File: config.mk
export PLATFORM = sky130hd
export DESIGN_NAME = axil_cfg_master
export DESIGN_NICKNAME = d
export VERILOG_FILES = /design/src/rtl/axil_cfg_master_pkg.sv /design/src/rtl/axil_cfg_watchdog.sv /design/src/rtl/axil_cfg_master.sv
export SDC_FILE = /design/constraint.sdc
export NUM_CORES = 1
export LEC_CHECK = 0
export ABC_AREA = 0
export CORE_ASPECT_RATIO = 1.75
export CORE_MARGIN = 2
export CORE_UTILIZATION = 28
export DETAILED_ROUTE_END_ITERATION = 8
export DONT_BUFFER_PORTS = 1
export PLACE_DENSITY_LB_ADDON = 0.3
export SYNTH_ARGS = -nofsm -noshare
export SYNTH_HDL_FRONTEND = slang
export SYNTH_SLANG_ARGS = --single-unit
File: constraint.sdc
create_clock -name clk -period 6.47 [get_ports clk]
set_input_delay 1.294 -clock clk [delete_from_list [all_inputs] [get_ports clk]]
set_output_delay 1.294 -clock clk [all_outputs]
set_load 0.02 [all_outputs]
File: src/rtl/axil_cfg_master_pkg.sv
// axil_cfg_master_pkg
//   Shared types and constants for the AXI4-Lite configuration initiator:
//   the controller state encoding and the AXI response codes.
package axil_cfg_master_pkg;

    typedef enum logic [2:0] {
        IDLE    = 3'd0,
        WR      = 3'd1,
        WR_RESP = 3'd2,
        RD_ADDR = 3'd3,
        RD_DATA = 3'd4,
        RSP     = 3'd5
    } state_t;

    localparam logic [1:0] RESP_OKAY   = 2'b00;
    localparam logic [1:0] RESP_SLVERR = 2'b10;
    localparam logic [1:0] RESP_DECERR = 2'b11;

endpackage

File: src/rtl/axil_cfg_watchdog.sv
// axil_cfg_watchdog
//   Cycle counter that flags expiry after TIMEOUT_CYCLES consecutive active
//   cycles without a restart.
// Ports:
//   clk, reset  clock and asynchronous active-high reset
//   active      count enable (controller is waiting on the slave)
//   restart     clear the count (controller is changing state)
//   expired     high on the TIMEOUT_CYCLES-th active cycle
module axil_cfg_watchdog #(
    parameter int TIMEOUT_CYCLES = 1024
) (
    input  logic clk,
    input  logic reset,
    input  logic active,
    input  logic restart,
    output logic expired
);

    localparam int CNT_W = $clog2(TIMEOUT_CYCLES + 1);

    logic [CNT_W-1:0] count;

    always_ff @(posedge clk or posedge reset) begin
        if (reset) begin
            count <= '0;
        end else if (restart || !active) begin
            count <= '0;
        end else begin
            count <= count + 1'b1;
        end
    end

    // The count starts at 0 on the first waiting cycle, so TIMEOUT_CYCLES-1
    // marks the last cycle the controller is allowed to wait.
    assign expired = active && (count == CNT_W'(TIMEOUT_CYCLES - 1));

endmodule

File: src/rtl/axil_cfg_master.sv
// axil_cfg_master
//   AXI4-Lite initiator converting a one-command-at-a-time request/response
//   port into AXI4-Lite read and write transactions. AW and W are issued
//   together and retire independently; one transaction is outstanding.
// Optional feature macro: AXIL_CFG_MASTER_TIMEOUT_EN enables a watchdog that
//   abandons a stalled transaction after TIMEOUT_CYCLES and reports it with
//   rsp_timeout = 1 and rsp_resp = SLVERR.
// Ports:
//   clk, reset                      clock, asynchronous active-high reset
//   cmd_valid/ready/write/addr/wdata command request port
//   rsp_valid/ready/rdata/resp/timeout response port
//   aw*, w*, b*, ar*, r*            AXI4-Lite master channels (no strobes/prot)
// All outputs decode from flops only; there is no input-to-output path.
module axil_cfg_master
    import axil_cfg_master_pkg::*;
#(
    parameter int ADDR_WIDTH     = 13,
    parameter int DATA_WIDTH     = 32,
    parameter int TIMEOUT_CYCLES = 1024
) (
    input  logic                  clk,
    input  logic                  reset,
    input  logic                  cmd_valid,
    output logic                  cmd_ready,
    input  logic                  cmd_write,
    input  logic [ADDR_WIDTH-1:0] cmd_addr,
    input  logic [DATA_WIDTH-1:0] cmd_wdata,
    output logic                  rsp_valid,
    input  logic                  rsp_ready,
    output logic [DATA_WIDTH-1:0] rsp_rdata,
    output logic [1:0]            rsp_resp,
    output logic                  rsp_timeout,
    output logic [ADDR_WIDTH-1:0] awaddr,
    output logic                  awvalid,
    input  logic                  awready,
    output logic [DATA_WIDTH-1:0] wdata,
    output logic                  wvalid,
    input  logic                  wready,
    input  logic [1:0]            bresp,
    input  logic                  bvalid,
    output logic                  bready,
    output logic [ADDR_WIDTH-1:0] araddr,
    output logic                  arvalid,
    input  logic                  arready,
    input  logic [DATA_WIDTH-1:0] rdata,
    input  logic [1:0]            rresp,
    input  logic                  rvalid,
    output logic                  rready
);

    if (TIMEOUT_CYCLES < 1) begin : g_bad_timeout
        $error("TIMEOUT_CYCLES must be at least 1");
    end

    state_t                state, state_next;
    logic                  aw_done, w_done;
    logic                  aw_fire, w_fire;
    logic                  expired;
    logic [ADDR_WIDTH-1:0] addr_q;
    logic [DATA_WIDTH-1:0] wdata_q;
    logic [DATA_WIDTH-1:0] rdata_q;
    logic [1:0]            resp_q;

    assign aw_fire = awvalid && awready;
    assign w_fire  = wvalid && wready;

`ifdef AXIL_CFG_MASTER_TIMEOUT_EN
    logic wd_active;
    logic timeout_q;

    assign wd_active = (state == WR) || (state == WR_RESP) ||
                       (state == RD_ADDR) || (state == RD_DATA);

    axil_cfg_watchdog #(
        .TIMEOUT_CYCLES(TIMEOUT_CYCLES)
    ) u_watchdog (
        .clk    (clk),
        .reset  (reset),
        .active (wd_active),
        .restart(state_next != state),
        .expired(expired)
    );

    always_ff @(posedge clk or posedge reset) begin
        if (reset) begin
            timeout_q <= 1'b0;
        end else if (state != RSP && state_next == RSP) begin
            // Any entry into RSP without a B or R handshake is a watchdog expiry.
            timeout_q <= !((state == WR_RESP && bvalid) || (state == RD_DATA && rvalid));
        end
    end

    assign rsp_timeout = timeout_q;
`else
    assign expired     = 1'b0;
    assign rsp_timeout = 1'b0;
`endif

    // State register
    always_ff @(posedge clk or posedge reset) begin
        if (reset) begin
            state <= IDLE;
        end else begin
            state <= state_next;
        end
    end

    // Next-state logic; a real handshake takes precedence over expiry
    always_comb begin
        state_next = state;
        case (state)
            IDLE:    if (cmd_valid) state_next = cmd_write ? WR : RD_ADDR;
            WR: begin
                if ((aw_done || aw_fire) && (w_done || w_fire)) state_next = WR_RESP;
                else if (expired)                               state_next = RSP;
            end
            WR_RESP: if (bvalid || expired) state_next = RSP;
            RD_ADDR: begin
                if (arready)      state_next = RD_DATA;
                else if (expired) state_next = RSP;
            end
            RD_DATA: if (rvalid || expired) state_next = RSP;
            RSP:     if (rsp_ready) state_next = IDLE;
            default: state_next = IDLE;
        endcase
    end

    // Output decode from registered state and retire flags
    always_comb begin
        cmd_ready = (state == IDLE);
        awvalid   = (state == WR) && !aw_done;
        wvalid    = (state == WR) && !w_done;
        bready    = (state == WR_RESP);
        arvalid   = (state == RD_ADDR);
        rready    = (state == RD_DATA);
        rsp_valid = (state == RSP);
    end

    // Command latch, per-channel retire flags and response payload
    always_ff @(posedge clk or posedge reset) begin
        if (reset) begin
            addr_q  <= '0;
            wdata_q <= '0;
            rdata_q <= '0;
            resp_q  <= RESP_OKAY;
            aw_done <= 1'b0;
            w_done  <= 1'b0;
        end else begin
            if (state == IDLE && cmd_valid) begin
                addr_q  <= cmd_addr;
                wdata_q <= cmd_wdata;
            end

            // Retire flags live only while the write stays in WR.
            if (state == WR && state_next == WR) begin
                if (aw_fire) aw_done <= 1'b1;
                if (w_fire)  w_done  <= 1'b1;
            end else begin
                aw_done <= 1'b0;
                w_done  <= 1'b0;
            end

            if (state != RSP && state_next == RSP) begin
                if (state == WR_RESP && bvalid) begin
                    rdata_q <= '0;
                    resp_q  <= bresp;
                end else if (state == RD_DATA && rvalid) begin
                    rdata_q <= rdata;
                    resp_q  <= rresp;
                end else begin
                    rdata_q <= '0;
                    resp_q  <= RESP_SLVERR;
                end
            end
        end
    end

    assign awaddr    = addr_q;
    assign araddr    = addr_q;
    assign wdata     = wdata_q;
    assign rsp_rdata = rdata_q;
    assign rsp_resp  = resp_q;

endmodule

==> metrics.md <==
| Metric | Value |
|---|---|
| Status | complete, no violations |
| CP Launch Type | register |
| Cts hold-fix bufs | 0 |
| Combinational power share | 20.7% |
| Worst skew pair latency | 330 ps |
| Pin count of the biggest net entering global routing | 51 |
| PwrDens | 627 nW/um2 |
| Max_slew headroom | 30.4% |
| First-pass GRT wire length | 10.7 mm |
| DRT antenna net count | 0 |
| Post-synth top cells | dfrtp_1, mux2_2, a22o_1 |
| Sw Pwr | 0.945 mW |
| Most common cell in the netlist | dfrtp_1 |
| CTS Buf Count | 9 |
| Worst path slowest cell | or3b_2 |
| Mapped Area | 3400 um2 |
| Vias in the first global route | 1911 |
| Final net count | 310 |
| Critical R2R Launch | state[1]$_DFF_PP0_ |
| Resized cells post-CTS | 0 |
| Ranking of synthesized cells by area | dfrtp_1, mux2_2, a22o_1 |
| Synth Instances | 234 |
| Crit-path max cell delay | 520 ps |
| Synthesized flop and latch total | 84 |
| Lkg Pwr | 1.62 nW |
| Clock Tree Buf Depth | 2 |
| CP top delay family | simple AND/OR/NAND/NOR gates |
| Hold crit path type | reg -> reg |
| Total Wirelength | 7.33 mm |
| Layout cell share with drive strength beyond 1 | 31.3% |
| Io pins | 191 |
| Hold Path Origin | aw_done$_DFFE_PP0P_ |
| Async SR Flop Fraction | 100% |
| Crit path max fanout | 12 |
| Core Rows | 53 |
| Die Width | 87.3 um |
| Worst Skew | 7.79 ps |
| Buffers added on ports | 0 |
| Pwr Total | 2.32 mW |
| CP Data Required Time | 5180 ps |
| Post-layout minimum cycle time | 2960 ps |
| Hold path depth | 1 |
| Setup Fix Bufs, Post-CTS | 0 |
| Final Setup Violations | 0 |
| Clk sinks | 84 |
| Hpwl dp | 5.33 mm |
| Slew Limit Fails | 0 |
| Max-Cap Viols | 0 |
| Clk slew on worst S/H paths | 60 ps |
| TritonCTS clock tree | done |
| Sw Share | 40.6% |
| Pre-Repair DR Iteration Count | 4 |
| WP buf/inv | 0 |
| VDD IR max | 0.180 mV |
| Routed len/inst | 20.3 um |
| Synthesized Nets | 325 |
| Setup TNS Final | 0 ps |
| Diode count | 0 |
| Gr usage total | 11.0% |
| Total global routing overflow | 0 |
| Die ar. | 13100 um2 |
| Post-synthesis sequential area ratio | 61.8% |
| Remaining DRCs | 0 |
| Clk root buf | clkbuf_16 |
| Hold WS | 535 ps |
| Starting DRT DRC Count | 51 |
| Post-Syn Area per Cell | 14.5 um2 |
| Largest area contributor in the netlist | dfrtp_1 |
| Crit Path Class | reg -> out |
| Antenna violations before repair | 0 |
| Final Util | 31.0% |
| Fmax | 0.338 GHz |
| RSZ-0062 raised after global routing | false |
| Arrival time at the worst endpoint | 1670 ps |
| Internal power component | 1.38 mW |
| Seq pwr share | 55.5% |
| Vias/cell | 5.16 |
| Clock power share | 23.8% |
| Ys Warns | 0 |
| RePlAce Congestion | 0.709 |
| R2r endpoint | wdata[10]$_DFFE_PP0P_ |
| CTS HTree Levels | 3 |
| Crit end category | output port |
| Worst reg2reg setup slack | 4280 ps |
| Initial Util | 28.5% |
| Reg2Reg Depth | 3 |
| CORE AREA | 11900 um2 |
| Via count | 1864 |
| Number of enable flip-flop cells after synthesis | 0 |
| Slew of the pin with the lowest slew margin | 1040 ps |
| Hold Vio Cnt, Final | 0 |
| Area Growth Syn to Fin | 8.98% |
| Netlist cell types | 34 |
| Share of the synthesized area in the top cell type | 61.8% |
| Die extent in y | 150 um |
| Fin crit share | 45.7% |
| Top_reg_cell synth | dfrtp_1 |
| Worst-path cell chain | or3b_2, nor2_1 |
| Hold Path End | w_done$_DFFE_PP0P_ |
==> power groups by stage <==
| stage | sequential (mW) | clock [mW] | combinational, mW |
|---|---|---|---|
| after detailed placement | 1.31 | 0 | 0.494 |
| final | 1.29 | 0.553 | 0.482 |
| after CTS | 1.30 | 0.572 | 0.494 |
| after global placement | 1.31 | 0 | 0.477 |
| after floorplan | 1.17 | 0 | 0.587 |
| after global routing | 1.32 | 0.596 | 0.530 |
==> stage by stage <==
stage	instances	setup WS, ps	instance area (um2)
5_1_grt	361	3440	3710
4_1_cts	361	3490	3710
3_3_place_gp	345	3640	3380
2_1_floorplan	234	3010	3400
3_5_place_dp	345	3570	3380
6_report	361	3510	3710
==> cells by family after synthesis <==
logic type | after synthesis | share of synthesized area (%)
simple gates | 22 | 4.16
mux | 47 | 15.6
flops | 84 | 61.8
other cells | 1 | 0.110
compound gates | 46 | 11.5
buf+inv | 34 | 6.88
==> cells in the final DEF (no fill, tap or decap), types with 2 or more instances in the layout <==
cell	count
bufinv_16	2
a22oi_1	2
mux2_2	47
o221ai_1	2
nor2_1	5
a22o_1	32
and2_1	3
a21oi_1	2
dfrtp_1	84
inv_1	5
clkbuf_16	9
nor2b_1	2
clkinv_4	2
buf_4	2
==> worst register-to-register path: stages, from the launching register on <==
cell and delay, ps:
dfrtp_1 460, nor2_1 260, and2_2 880, mux2_2 470
==> worst max-delay path by stage <==
stage | start | to | slack, ps | cells past startpoint
after floorplan | reset | araddr[0]$_DFFE_PP0P_ | 3010 | 1
after detailed placement | cmd_valid | wdata[14]$_DFFE_PP0P_ | 3570 | 3
final | state[2]$_DFF_PP0_ | wvalid | 3510 | 2
after CTS | state[2]$_DFF_PP0_ | wvalid | 3490 | 2
after global placement | cmd_valid | wdata[16]$_DFFE_PP0P_ | 3640 | 3
after global routing | state[2]$_DFF_PP0_ | wvalid | 3440 | 2
==> layout make-up <==
type,instances,area [um2]
clock inverter,5,85.1
sequential,84,2100
inverter,6,23.8
multi-input combinational,116,1070
tap,137,171
fill,1187,8230
clock buffer,11,243
timing repair buffer,2,15.0
==> registers in the layout, indices dropped and copies added, names as in the netlist <==
| signal | count |
|---|---|
| araddr | 13 |
| state | 3 |
| w_done | 1 |
| wdata | 32 |
| rsp_rdata | 32 |
| aw_done | 1 |
| rsp_resp | 2 |
==> metal layers <==
| metal | up-vias | GRT usage [%] | part of all wire (%) |
|---|---|---|---|
| met1 | 952 | 11.3 | 34 |
| met4 | 0 | 6.15 | 2.8 |
| met3 | 15 | 3.25 | 5.7 |
| li1 | 797 | - | - |
| met2 | 100 | 19.4 | 57 |
| met5 | - | 0 | 0 |
Note: power is estimated with default switching activity, not from simulation.
